$ cat src/rtl/roman_pkg.sv
// Shared symbol codes, FSM state codes and symbol-value lookup for the Roman decoder.
package roman_pkg;

  localparam logic [2:0] SYM_NULL = 3'b000;
  localparam logic [2:0] SYM_I    = 3'b001;
  localparam logic [2:0] SYM_V    = 3'b010;
  localparam logic [2:0] SYM_X    = 3'b011;
  localparam logic [2:0] SYM_L    = 3'b100;

  localparam logic [1:0] ST_IDLE  = 2'd0;
  localparam logic [1:0] ST_ACCUM = 2'd1;
  localparam logic [1:0] ST_DONE  = 2'd2;

  function automatic logic [5:0] sym_val(input logic [2:0] sym);
    case (sym)
      SYM_I:   return 6'd1;
      SYM_V:   return 6'd5;
      SYM_X:   return 6'd10;
      SYM_L:   return 6'd50;
      default: return 6'd0;
    endcase
  endfunction

endpackage

$ cat src/rtl/roman2bin_serial_if.sv
// Symbol input stream and result output stream of the Roman decoder.
interface roman2bin_serial_if #(
  parameter int unsigned VAL_WIDTH = 6,
  parameter int unsigned SYM_WIDTH = 3
);
  logic                 in_valid;
  logic                 in_ready;
  logic [SYM_WIDTH-1:0] in_sym;
  logic                 in_last;
  logic                 out_valid;
  logic                 out_ready;
  logic [VAL_WIDTH-1:0] out_val;
  logic                 out_err;

  modport master (
    output in_valid, in_sym, in_last, out_ready,
    input  in_ready, out_valid, out_val, out_err
  );

  modport slave (
    input  in_valid, in_sym, in_last, out_ready,
    output in_ready, out_valid, out_val, out_err
  );
endinterface

$ cat src/rtl/roman_sym_check.sv
// Canonical-form tracker: flags a non-NULL legal symbol that breaks standard Roman notation.
module roman_sym_check
  import roman_pkg::*;
(
  input  logic       clk,
  input  logic       rst,
  input  logic       i_valid,
  input  logic       i_clear,
  input  logic [2:0] i_sym,
  output logic       o_err
);

  logic [2:0] r_prev;
  logic [2:0] r_pprev;
  logic [2:0] r_pair_pre;
  logic [1:0] r_run;
  logic       r_pair;

  logic w_sub, w_five, w_rep_err, w_pair_err, w_after_err, w_pred_err;

  // Codes are ordered by value, so code comparisons stand in for value comparisons.
  assign w_sub  = (r_prev != SYM_NULL) && (i_sym > r_prev);
  assign w_five = (i_sym == SYM_V) || (i_sym == SYM_L);

  assign w_rep_err  = (i_sym == r_prev) && (w_five || (r_run == 2'd3));
  assign w_pair_err = w_sub && ((r_run > 2'd1) ||
                      !(((r_prev == SYM_I) && ((i_sym == SYM_V) || (i_sym == SYM_X))) ||
                        ((r_prev == SYM_X) && (i_sym == SYM_L))));
  assign w_after_err = r_pair && (i_sym >= r_pair_pre);
  assign w_pred_err  = w_sub && (r_pprev != SYM_NULL) &&
                       ((r_pprev < i_sym) || ((r_pprev == i_sym) && w_five));

  assign o_err = i_valid && (w_rep_err || w_pair_err || w_after_err || w_pred_err);

  always_ff @(posedge clk or posedge rst) begin
    if (rst) begin
      r_prev     <= SYM_NULL;
      r_pprev    <= SYM_NULL;
      r_pair_pre <= SYM_NULL;
      r_run      <= 2'd0;
      r_pair     <= 1'b0;
    end else if (i_clear) begin
      r_prev     <= SYM_NULL;
      r_pprev    <= SYM_NULL;
      r_pair_pre <= SYM_NULL;
      r_run      <= 2'd0;
      r_pair     <= 1'b0;
    end else if (i_valid) begin
      r_pprev    <= r_prev;
      r_prev     <= i_sym;
      r_pair     <= w_sub;
      r_pair_pre <= r_prev;
      if (i_sym == r_prev) begin
        r_run <= (r_run == 2'd3) ? 2'd3 : r_run + 2'd1;
      end else begin
        r_run <= 2'd1;
      end
    end
  end

endmodule

$ cat src/rtl/roman2bin_serial.sv
// Serial Roman-numeral to binary decoder over valid/ready streams.
// Define ROMAN_STRICT_CHECK_EN to also reject non-canonical numerals.
module roman2bin_serial
  import roman_pkg::*;
#(
  parameter int unsigned VAL_WIDTH = 6,
  parameter int unsigned SYM_WIDTH = 3,
  parameter int unsigned MAX_SYM   = 6,
  parameter int unsigned ACC_WIDTH = 9
) (
  input logic               clk,
  input logic               rst,
  roman2bin_serial_if.slave bus
);

  localparam int unsigned CNT_WIDTH = $clog2(MAX_SYM + 2);
  localparam logic [CNT_WIDTH-1:0] CNT_MAX = CNT_WIDTH'(MAX_SYM);
  localparam logic [ACC_WIDTH-1:0] MAX_VAL = ACC_WIDTH'((1 << VAL_WIDTH) - 1);

  logic [1:0]           r_state;
  logic [ACC_WIDTH-1:0] r_acc, w_acc_d;
  logic [2:0]           r_prev, w_prev_d;
  logic [CNT_WIDTH-1:0] r_cnt, w_cnt_d;
  logic                 r_err, w_err_d;
  logic [VAL_WIDTH-1:0] r_out_val;
  logic                 r_out_err;

  logic [SYM_WIDTH-1:0] w_sym;
  logic [ACC_WIDTH-1:0] w_v, w_p;
  logic w_in_fire, w_out_fire, w_sym_ill, w_sym_use, w_chk_err, w_res_err;

  assign w_sym         = bus.in_sym;
  assign bus.in_ready  = (r_state != ST_DONE);
  assign bus.out_valid = (r_state == ST_DONE);
  assign bus.out_val   = r_out_val;
  assign bus.out_err   = r_out_err;

  assign w_in_fire  = bus.in_valid && bus.in_ready;
  assign w_out_fire = bus.out_valid && bus.out_ready;
  assign w_sym_ill  = (w_sym > SYM_WIDTH'(SYM_L));
  assign w_sym_use  = w_in_fire && !w_sym_ill && (w_sym != '0);
  assign w_v        = ACC_WIDTH'(sym_val(w_sym[2:0]));
  assign w_p        = ACC_WIDTH'(sym_val(r_prev));

`ifdef ROMAN_STRICT_CHECK_EN
  roman_sym_check u_sym_check (
    .clk     (clk),
    .rst     (rst),
    .i_valid (w_sym_use),
    .i_clear (w_out_fire),
    .i_sym   (w_sym[2:0]),
    .o_err   (w_chk_err)
  );
`else
  assign w_chk_err = 1'b0;
`endif

  always_comb begin
    w_acc_d  = r_acc;
    w_prev_d = r_prev;
    w_cnt_d  = r_cnt;
    w_err_d  = r_err;
    if (w_sym_use) begin
      // A larger symbol after a smaller one undoes the earlier add and subtracts instead.
      if ((w_v > w_p) && (w_p != '0)) begin
        w_acc_d = r_acc + w_v - (w_p << 1);
      end else begin
        w_acc_d = r_acc + w_v;
      end
      w_prev_d = w_sym[2:0];
      w_cnt_d  = (r_cnt > CNT_MAX) ? r_cnt : r_cnt + 1'b1;
      if (w_cnt_d > CNT_MAX) w_err_d = 1'b1;
      if (w_chk_err) w_err_d = 1'b1;
    end
    if (w_in_fire && w_sym_ill) w_err_d = 1'b1;
  end

  assign w_res_err = w_err_d || (w_acc_d > MAX_VAL);

  always_ff @(posedge clk or posedge rst) begin
    if (rst) begin
      r_state   <= ST_IDLE;
      r_acc     <= '0;
      r_prev    <= SYM_NULL;
      r_cnt     <= '0;
      r_err     <= 1'b0;
      r_out_val <= '0;
      r_out_err <= 1'b0;
    end else if (w_out_fire) begin
      r_state   <= ST_IDLE;
      r_acc     <= '0;
      r_prev    <= SYM_NULL;
      r_cnt     <= '0;
      r_err     <= 1'b0;
      r_out_val <= '0;
      r_out_err <= 1'b0;
    end else if (w_in_fire) begin
      r_acc  <= w_acc_d;
      r_prev <= w_prev_d;
      r_cnt  <= w_cnt_d;
      r_err  <= w_err_d;
      if (bus.in_last) begin
        r_state   <= ST_DONE;
        r_out_val <= w_res_err ? '0 : w_acc_d[VAL_WIDTH-1:0];
        r_out_err <= w_res_err;
      end else begin
        r_state <= ST_ACCUM;
      end
    end
  end

endmodule

$ cat src/flat_wrapper.sv
// flat-port wrapper written by rule: the top's interface ports become plain ports
module roman2bin_serial_flat import roman_pkg::*;
#(
  parameter int unsigned VAL_WIDTH = 6,
  parameter int unsigned SYM_WIDTH = 3,
  parameter int unsigned MAX_SYM   = 6,
  parameter int unsigned ACC_WIDTH = 9
)
  (clk, rst, bus_in_valid, bus_in_sym, bus_in_last, bus_out_ready, bus_in_ready, bus_out_valid, bus_out_val, bus_out_err);
  roman2bin_serial_if #(.VAL_WIDTH(VAL_WIDTH), .SYM_WIDTH(SYM_WIDTH)) bus_i ();
  input logic clk;
  input logic rst;
  input wire logic [$bits(bus_i.in_valid)-1:0] bus_in_valid;
  input wire logic [$bits(bus_i.in_sym)-1:0] bus_in_sym;
  input wire logic [$bits(bus_i.in_last)-1:0] bus_in_last;
  input wire logic [$bits(bus_i.out_ready)-1:0] bus_out_ready;
  output wire logic [$bits(bus_i.in_ready)-1:0] bus_in_ready;
  output wire logic [$bits(bus_i.out_valid)-1:0] bus_out_valid;
  output wire logic [$bits(bus_i.out_val)-1:0] bus_out_val;
  output wire logic [$bits(bus_i.out_err)-1:0] bus_out_err;
  assign bus_i.in_valid = bus_in_valid;
  assign bus_i.in_sym = bus_in_sym;
  assign bus_i.in_last = bus_in_last;
  assign bus_i.out_ready = bus_out_ready;
  assign bus_in_ready = bus_i.in_ready;
  assign bus_out_valid = bus_i.out_valid;
  assign bus_out_val = bus_i.out_val;
  assign bus_out_err = bus_i.out_err;
  roman2bin_serial #(.VAL_WIDTH(VAL_WIDTH), .SYM_WIDTH(SYM_WIDTH), .MAX_SYM(MAX_SYM), .ACC_WIDTH(ACC_WIDTH)) u_core (.clk(clk), .rst(rst), .bus(bus_i));
endmodule
$ cat config.mk
export PLATFORM = sky130hd
export DESIGN_NAME = roman2bin_serial_flat
export DESIGN_NICKNAME = d
export VERILOG_FILES = /design/src/rtl/roman_pkg.sv /design/src/rtl/roman2bin_serial_if.sv /design/src/rtl/roman_sym_check.sv /design/src/rtl/roman2bin_serial.sv /design/src/flat_wrapper.sv
export SDC_FILE = /design/constraint.sdc
export NUM_CORES = 1
export LEC_CHECK = 0
export CAP_MARGIN = 20
export CORE_UTILIZATION = 37
export CTS_CLUSTER_SIZE = 40
export DETAILED_ROUTE_END_ITERATION = 10
export PLACE_DENSITY = 0.66
export REMOVE_ABC_BUFFERS = 1
export SLEW_MARGIN = 20
export SYNTH_ARGS = -nofsm -noshare
export SYNTH_HDL_FRONTEND = slang
export SYNTH_HIERARCHICAL = 1
export SYNTH_SLANG_ARGS = --single-unit
$ cat constraint.sdc
create_clock -name clk -period 4.5 [get_ports clk]
set_input_delay 0.45 -clock clk [delete_from_list [all_inputs] [get_ports clk]]
set_output_delay 0.45 -clock clk [all_outputs]
set_load 0.005 [all_outputs]
==> qor.yml, run 1 <==
status: "complete, no violations"
r2r_setup_slack_ns: 1.08
ys_seq_elements: 25
clkLatencyLatePin_ns: 0.27
p_seq_share_pct: 25.1
setup_ws_ns: 0.2866
yosys-top-cells-area: "dfrtp_1 28%, ha_1 11%, nor2_1 3.9%, o21ai_0 3.6%, a21oi_1 3.4%"
max_cap_viol_count: 0
hold_viol_final: 0
yosysSeqAreaShare_pct: 28.00
yosysTopAreaCell: "dfrtp_1"
rsz0062_at_grt: "no"
p_leak_nw: 1.139
endpoint_kind: "flip-flop"
endpoint: "u_core/bus.out_val[5]"
dp_hpwl_um: 4203
die_w_um: 79.72
pre_cts_ws_ns: -0.02710
setup_viol: 0
yosys-top-cells-count: "25 x dfrtp_1, 23 x nor2_1, 20 x ha_1"
ff2ff_path_depth: 14
synthToLayoutAreaGrowth_pct: 15.45
final_cells: 363
fmax_mhz: 237.3
p_sw_share_pct: 45.26
maxSlewHeadroom_pct: 38.02
grt_usage_pct: 18.60
power_density_nw_per_um2: 598.7
utilization_pct: 45.46
synth_async_sr_flop_share_pct: 100.0
synth_ff_type: "dfrtp_1"
dieArea_sq_um: 6354
portBuffers: 16
clock-root-buffer: "clkbuf_8"
tightest_slew_ns: 0.9241
nets: 322
synth.avg_cell_area_sq_um: 8.307
yosysMostFrequentCell: "dfrtp_1"
fp-row-count: 27
register_area_sq_um: 625.6
cp_data_arrival_time_ns: 4.41
crit_required_ns: 4.69
clkSinkCount: 25
drtPass1Iterations: 4
multi_input_comb_area_sq_um: 1531
synth-edff-count: 0
htreeDepth: 1
worstSetupStartpoint: "bus_in_sym[0]"
wl_per_cell_um: 14.79
clkTransAtPathRegs_ns: 0.08
postSynthCellCount: 269
routed_wl_um: 5369
worstHoldPathType: "flip-flop to flip-flop"
finClkSkew_ns: 0.001484
dieHeight_um: 79.72
power_switching_mw: 0.6991
cts_setup_buffers: 0
ys_warn_count: 6
grt.overflow.total: 0
initial_core_util_pct: 39.37
antenna_found_initial: 0
num_vias: 2022
placed_area_sq_um: 2526
timing.rr.end: "u_core/bus.out_val[5]"
fin_crit_sh_pct: 93.63
power_frac_comb_pct: 66.3
syn-cell-area_sq_um: 2235
post-route-min-period_ns: 4.213
grt_pass1_vias: 1882
placed_cells: 359
synth_cell_type_count: 57
r2r_start: "u_core/r_acc[0]"
critPathLaunchType: "input port"
io_pins: 17
drc: 0
avgViaCountPerCell: 5.570
peakVddDrop_v: 0.0002990
critical_path_class: "input port to flip-flop"
drt_iter0_drc: 112
cts_tree: "built"
clkPwrFrac_pct: 8.6
grt_max_degree: 26
tns_ns: 0
cts.path.max_buffers: 2
antenna_cells: 0
slew_viol_final: 0
netlist.area_leader.share_pct: 28.00
fin_area_sq_um: 2580
nFillCells: 554
drive_above_1_share_pct: 8.247
cts_buffers: 3
core_area_sq_um: 5675
p_int_mw: 0.8455
grt_pass1_wl_um: 9190
gp_congestion: 0.8794
ant_nets: 0
crit_fanout: 6
[cell usage in the layout (no fill, tap or decap), types with 9 or more instances in the layout]
cell | netlist | routed
nor2_1 | 23 | 23
buf_4 | 0 | 9
nand4_1 | 9 | 9
nand2_1 | 18 | 18
inv_1 | 16 | 15
o21ai_0 | 16 | 16
a21oi_1 | 15 | 14
dfrtp_1 | 25 | 25
ha_1 | 20 | 20
clkdlybuf4s50_1 | 0 | 16
nand3_1 | 12 | 12
[final cells by class]
cell class / instances / area share, %
inverter: 16 / 2.328
sequential: 25 / 24.25
timing repair buffer: 25 / 8.826
clock buffer: 4 / 1.746
multi-input combinational: 221 / 59.36
tap: 72 / 3.492
[sequential cells by signal (all words and copies together) (netlist names)]
| signal | cells |
|---|---|
| u_core/r_err | 1 |
| u_core/r_acc | 9 |
| u_core/r_state | 2 |
| u_core/r_cnt | 3 |
| u_core/r_prev | 3 |
| u_core/bus.out_err | 1 |
| u_core/bus.out_val | 6 |
[worst max-delay path, cell delays in order]
cell	delay [ns]
clkdlybuf4s50_1	0.57
xor2_1	0.17
nor2b_1	0.20
ha_1	0.21
inv_1	0.06
fa_1	0.39
nand2b_1	0.19
a21oi_2	0.16
o22ai_1	0.13
xnor2_1	0.15
ha_1	0.30
or3_1	0.35
o31ai_1	0.08
nor4b_1	0.09
a211o_1	0.33
or3b_1	0.40
o21ai_1	0.16
[layer usage]
metal | track usage, % | vias up | routed length, um
met1 | 26.09 | 937 | 2695
met4 | 4.909 | 0 | 53
met5 | 0 | - | 0
li1 | - | 1035 | -
met3 | 1.371 | 5 | 175
met2 | 30.60 | 45 | 2445
[timing repair]
action / CTS / global route
resized for setup: 0 / 2
setup endpoints to repair: 0 / 1
hold buffers: 0 / 0
[worst min path at each step]
| stage | start | end | slack, ns | depth (start not counted) |
|---|---|---|---|---|
| after CTS | u_core/r_state[1] | u_core/r_state[1] | 0.49 | 1 |
| final | u_core/r_state[1] | u_core/r_state[1] | 0.49 | 1 |
| after global placement | u_core/r_state[1] | u_core/r_state[1] | 0.46 | 1 |
| after detailed placement | u_core/r_state[1] | u_core/r_state[1] | 0.47 | 1 |
| after global routing | u_core/r_state[0] | u_core/r_state[0] | 0.50 | 1 |
| after floorplan | u_core/r_state[1] | u_core/r_state[1] | 0.45 | 1 |
[per-stage QoR]
stage / power (mW) / hold slack, ns
floorplan: 1.113 / 0.4509
global placement: 1.377 / 0.4637
detailed placement: 1.400 / 0.4729
CTS: 1.548 / 0.4934
global route: 1.700 / 0.5040
finish: 1.545 / 0.4893
[cell families after synthesis]
| family | after synthesis | synth area share (%) |
|---|---|---|
| and+or+nand+nor | 106 | 25.20 |
| AOI/OAI and AO/OA | 79 | 24.19 |
| DFF | 25 | 28.00 |
| buffers and inverters | 23 | 3.863 |
| adders and majority gates | 22 | 12.99 |
| xor gates and xnor gates | 10 | 3.920 |
| muxes | 4 | 1.848 |
[power groups by stage]
stage / Clock, mW / Combinational [mW] / Sequential, mW
CTS: 0.140 / 1.02 / 0.387
floorplan: 0 / 0.740 / 0.374
finish: 0.133 / 1.02 / 0.387
detailed placement: 0 / 1.01 / 0.390
global placement: 0 / 0.987 / 0.390
global route: 0.146 / 1.15 / 0.403
Power figures use the tool's default switching activity.
==> run 2, diff against run 1 <==
CTS_CLUSTER_DIAMETER = 50   (was unset)
==> results of run 2 <==
The final DEF is identical to that of run 1; final timing and power are the same.
==> run 3, diff against run 2 <==
ABC_AREA = 1   (was unset)
==> run 3 against run 2 <==
Against the previous run:
- first-iteration DRC count shrank 51%
- wire length shrank 13%
- hold slack gained 0.0059 ns
- largest power group unchanged
- highest routed layer unchanged
==> qor.yml, run 3 <==
cts_buffers: 3  # unchanged
routed-wl-met3_um: 134  # -23%
wl_per_cell_um: 11.77  # -20%
nFillCells: 604  # +9.0%
top_register: "u_core/r_acc"
crit_required_ns: 4.67  # -0.02 ns
synth_compound_gate_area_share_pct: 8.404  # -16 points
postSynthCellCount: 310  # +15%
tightest_slew_ns: 0.8967  # -0.02732 ns
cts_resized: 0  # unchanged
highest_layer: "met4"
slew_viol_final: 0  # unchanged
multi_input_comb_area_sq_um: 1348  # -12%
avgViaCountPerCell: 4.805  # -14%
pre_cts_ws_ns: 0.4575  # +0.4846 ns
setup_viol: 0  # unchanged
ant_nets: 0  # unchanged
initial_core_util_pct: 39.29  # -0.083 points
gp_congestion: 0.8342  # -5.1%
critPathLaunchType: "input port"
synthMuxAreaShare_pct: 0.4543  # -1.4 points
synthToLayoutAreaGrowth_pct: 12.49
ys_seq_elements: 25  # unchanged
htreeDepth: 1  # unchanged
grt_usage_pct: 17.00  # -1.6 points
routed_wl_um: 4695  # -13%
p_leak_nw: 1.314  # +15%
ys_warn_count: 6  # unchanged
post-route-min-period_ns: 3.748  # -0.4649 ns
fp-row-count: 27  # unchanged
worstHoldPathType: "flip-flop to flip-flop"
nets: 358  # +11%
finClkSkew_ns: 0.003122  # +0.001638 ns
yosysTopAreaCell: "dfrtp_1"
synth-edff-count: 0  # unchanged
cts_setup_buffers: 0  # unchanged
routedLengthMet1_um: 2363  # -12%
yosysMostFrequentCell: "nand2_1"
rsz0062_at_grt: "no"
peakVddDrop_v: 0.0002843  # -4.9%
dieHeight_um: 79.17  # -0.68%
grt_max_degree: 26  # unchanged
status: "complete, no violations"
crit_fanout: 8  # +2
portBuffers: 16  # unchanged
synth_cell_type_count: 39  # -32%
grt.overflow.total: 0  # unchanged
syn-cell-area_sq_um: 2203  # -1.4%
synth_ff_type: "dfrtp_1"
hold_viol_final: 0  # unchanged
cp_data_arrival_time_ns: 3.92  # -0.49 ns
min_path_cells: 2  # +1
synth_async_sr_flop_share_pct: 100.0  # unchanged
max_cap_viol_count: 0  # unchanged
ctsHoldBuffers: 0  # unchanged
grt_pass1_wl_um: 8424  # -8.3%
yosysSeqAreaShare_pct: 28.39  # +0.40 points
antenna_cells: 0  # unchanged
synth_top_family_by_area: "simple AND/OR/NAND/NOR gates"
core_area_sq_um: 5608  # -1.2%
mostFrequentLayoutCells: "75 x nand2_1, 51 x inv_1, 31 x nor2_1"
tns_ns: 0  # unchanged
synth_xor_area_share_pct: 2.385  # -1.5 points
drive_above_1_share_pct: 9.786  # +1.5 points
clkTransAtPathRegs_ns: 0.09  # about the same
dieArea_sq_um: 6268  # -1.4%
drc: 0  # unchanged
synth.avg_cell_area_sq_um: 7.108  # -14%
cts.path.max_buffers: 2  # unchanged
cts_tree: "built"
final_cells: 399  # +9.9%
num_vias: 1917  # -5.2%
die_w_um: 79.17  # -0.68%
maxSlewHeadroom_pct: 39.85  # +1.8 points
drt_iter0_drc: 55  # -51%
yosys-top-cells-area: "dfrtp_1 28%, nand2_1 13%, ha_1 11%, inv_1 8.9%, nor2_1 5.3%"
antenna_found_initial: 0  # unchanged
clkLatencyLatePin_ns: 0.27  # about the same
endpoint_kind: "flip-flop"
drtPass1Iterations: 4  # unchanged
clkSinkCount: 25  # unchanged
fmax_mhz: 266.8  # +12%
largest_reg_flops: 9  # unchanged
clock-root-buffer: "clkbuf_8"
dp_hpwl_um: 3712  # -12%
power_density_nw_per_um2: 625.6  # +4.5%
ff2ff_path_depth: 22  # +8
netlist.area_leader.share_pct: 28.39  # +0.40 points
dr_wl_met2_um: 2146  # -12%
io_pins: 17  # unchanged
yosys-top-cells-count: "75 x nand2_1, 52 x inv_1, 31 x nor2_1"
yosys.area_share.simple_pct: 36.74  # +12 points
yosys.area_share.adder_pct: 13.17  # +0.18 points
placed_cells: 395  # +10%
grt_pass1_vias: 1915  # +1.8%
setup_ws_ns: 0.7515  # +0.4649 ns
critical_path_class: "input port to flip-flop"
mostFrequentLayoutCell: "nand2_1"
register_area_sq_um: 625.6  # unchanged
fin_crit_sh_pct: 83.30  # -10 points
[run 3: cell count changes after synthesis, sizes merged, moves of 6 or more]
| cell | previous run | this run |
|---|---|---|
| nor2 | 23 | 36 |
| nand3 | 12 | 25 |
| o21ai | 20 | 7 |
| inv | 16 | 56 |
| and2 | 7 | 1 |
| nand2 | 18 | 82 |
| a21o | 7 | 0 |
[run 3: final cells by class]
| class | count | share of cell area [%] |
|---|---|---|
| Multi-Input combinational cell | 226 | 54.37 |
| Sequential cell | 25 | 25.24 |
| Inverter | 56 | 8.481 |
| Timing Repair Buffer | 16 | 6.461 |
| Tap cell | 72 | 3.635 |
| Clock buffer | 4 | 1.817 |
[run 3: kinds of logic after synthesis]
group                      after synthesis
muxes                                    1
xor gates and xnor gates                 6
AOI/OAI and AO/OA                       31
DFF                                     25
and+or+nand+nor                        166
adders and majority gates               22
buffers and inverters                   59
[run 3: metrics by stage]
step	total power, mW	cell area (sq um)	util (%)	hold slack, ns
detailed placement	1.411	2434	43.40	0.4685
global route	1.746	2479	44.20	0.5223
CTS	1.561	2479	44.20	0.4992
floorplan	1.181	2183	-	0.4724
finish	1.551	2479	44.20	0.4952
global placement	1.398	2434	43.40	0.4739
[run 3: layer usage]
layer / GRT usage [%] / vias to the layer above
li1: - / 1029
met1: 22.67 / 860
met2: 28.88 / 24
met3: 1.609 / 4
met4: 5.273 / 0
met5: 0 / -
[run 3: worst paths after layout]
kind                                  startpoint                     to  slack [ns]
max                                bus_in_sym[0]     u_core/bus.out_err        0.75
min                        u_core/bus.out_val[3]  u_core/bus.out_val[3]        0.50
max reg2reg                      u_core/r_acc[0]     u_core/bus.out_err        1.54
min reg2reg                u_core/bus.out_val[3]  u_core/bus.out_val[3]        0.50
max in group asynchronous                    rst     u_core/bus.out_err        3.52
min in group asynchronous                    rst        u_core/r_cnt[1]        0.56
[run 3: report_power, final]
part / internal [mW] / total, mW / switching, mW
Combinational: 0.417 / 1.03 / 0.615
Sequential: 0.316 / 0.384 / 0.0680
Clock: 0.0635 / 0.135 / 0.0718
[run 3: worst max-delay path, stage by stage]
cell	delay, ns
clkdlybuf4s50_1	0.51
nor2_1	0.08
or2_1	0.22
nor2_1	0.14
ha_1	0.18
inv_1	0.05
fa_1	0.40
inv_1	0.10
a21oi_1	0.09
xor2_1	0.13
inv_1	0.07
ha_1	0.33
nand2_1	0.12
inv_2	0.04
nand2_1	0.07
nand2_1	0.05
nor2_1	0.12
nor2_1	0.07
nor2_2	0.14
nand2_1	0.08
nand2_2	0.10
nand3_2	0.09
nand2_4	0.12
nand3_2	0.08
nand2_1	0.06
nand2_1	0.04
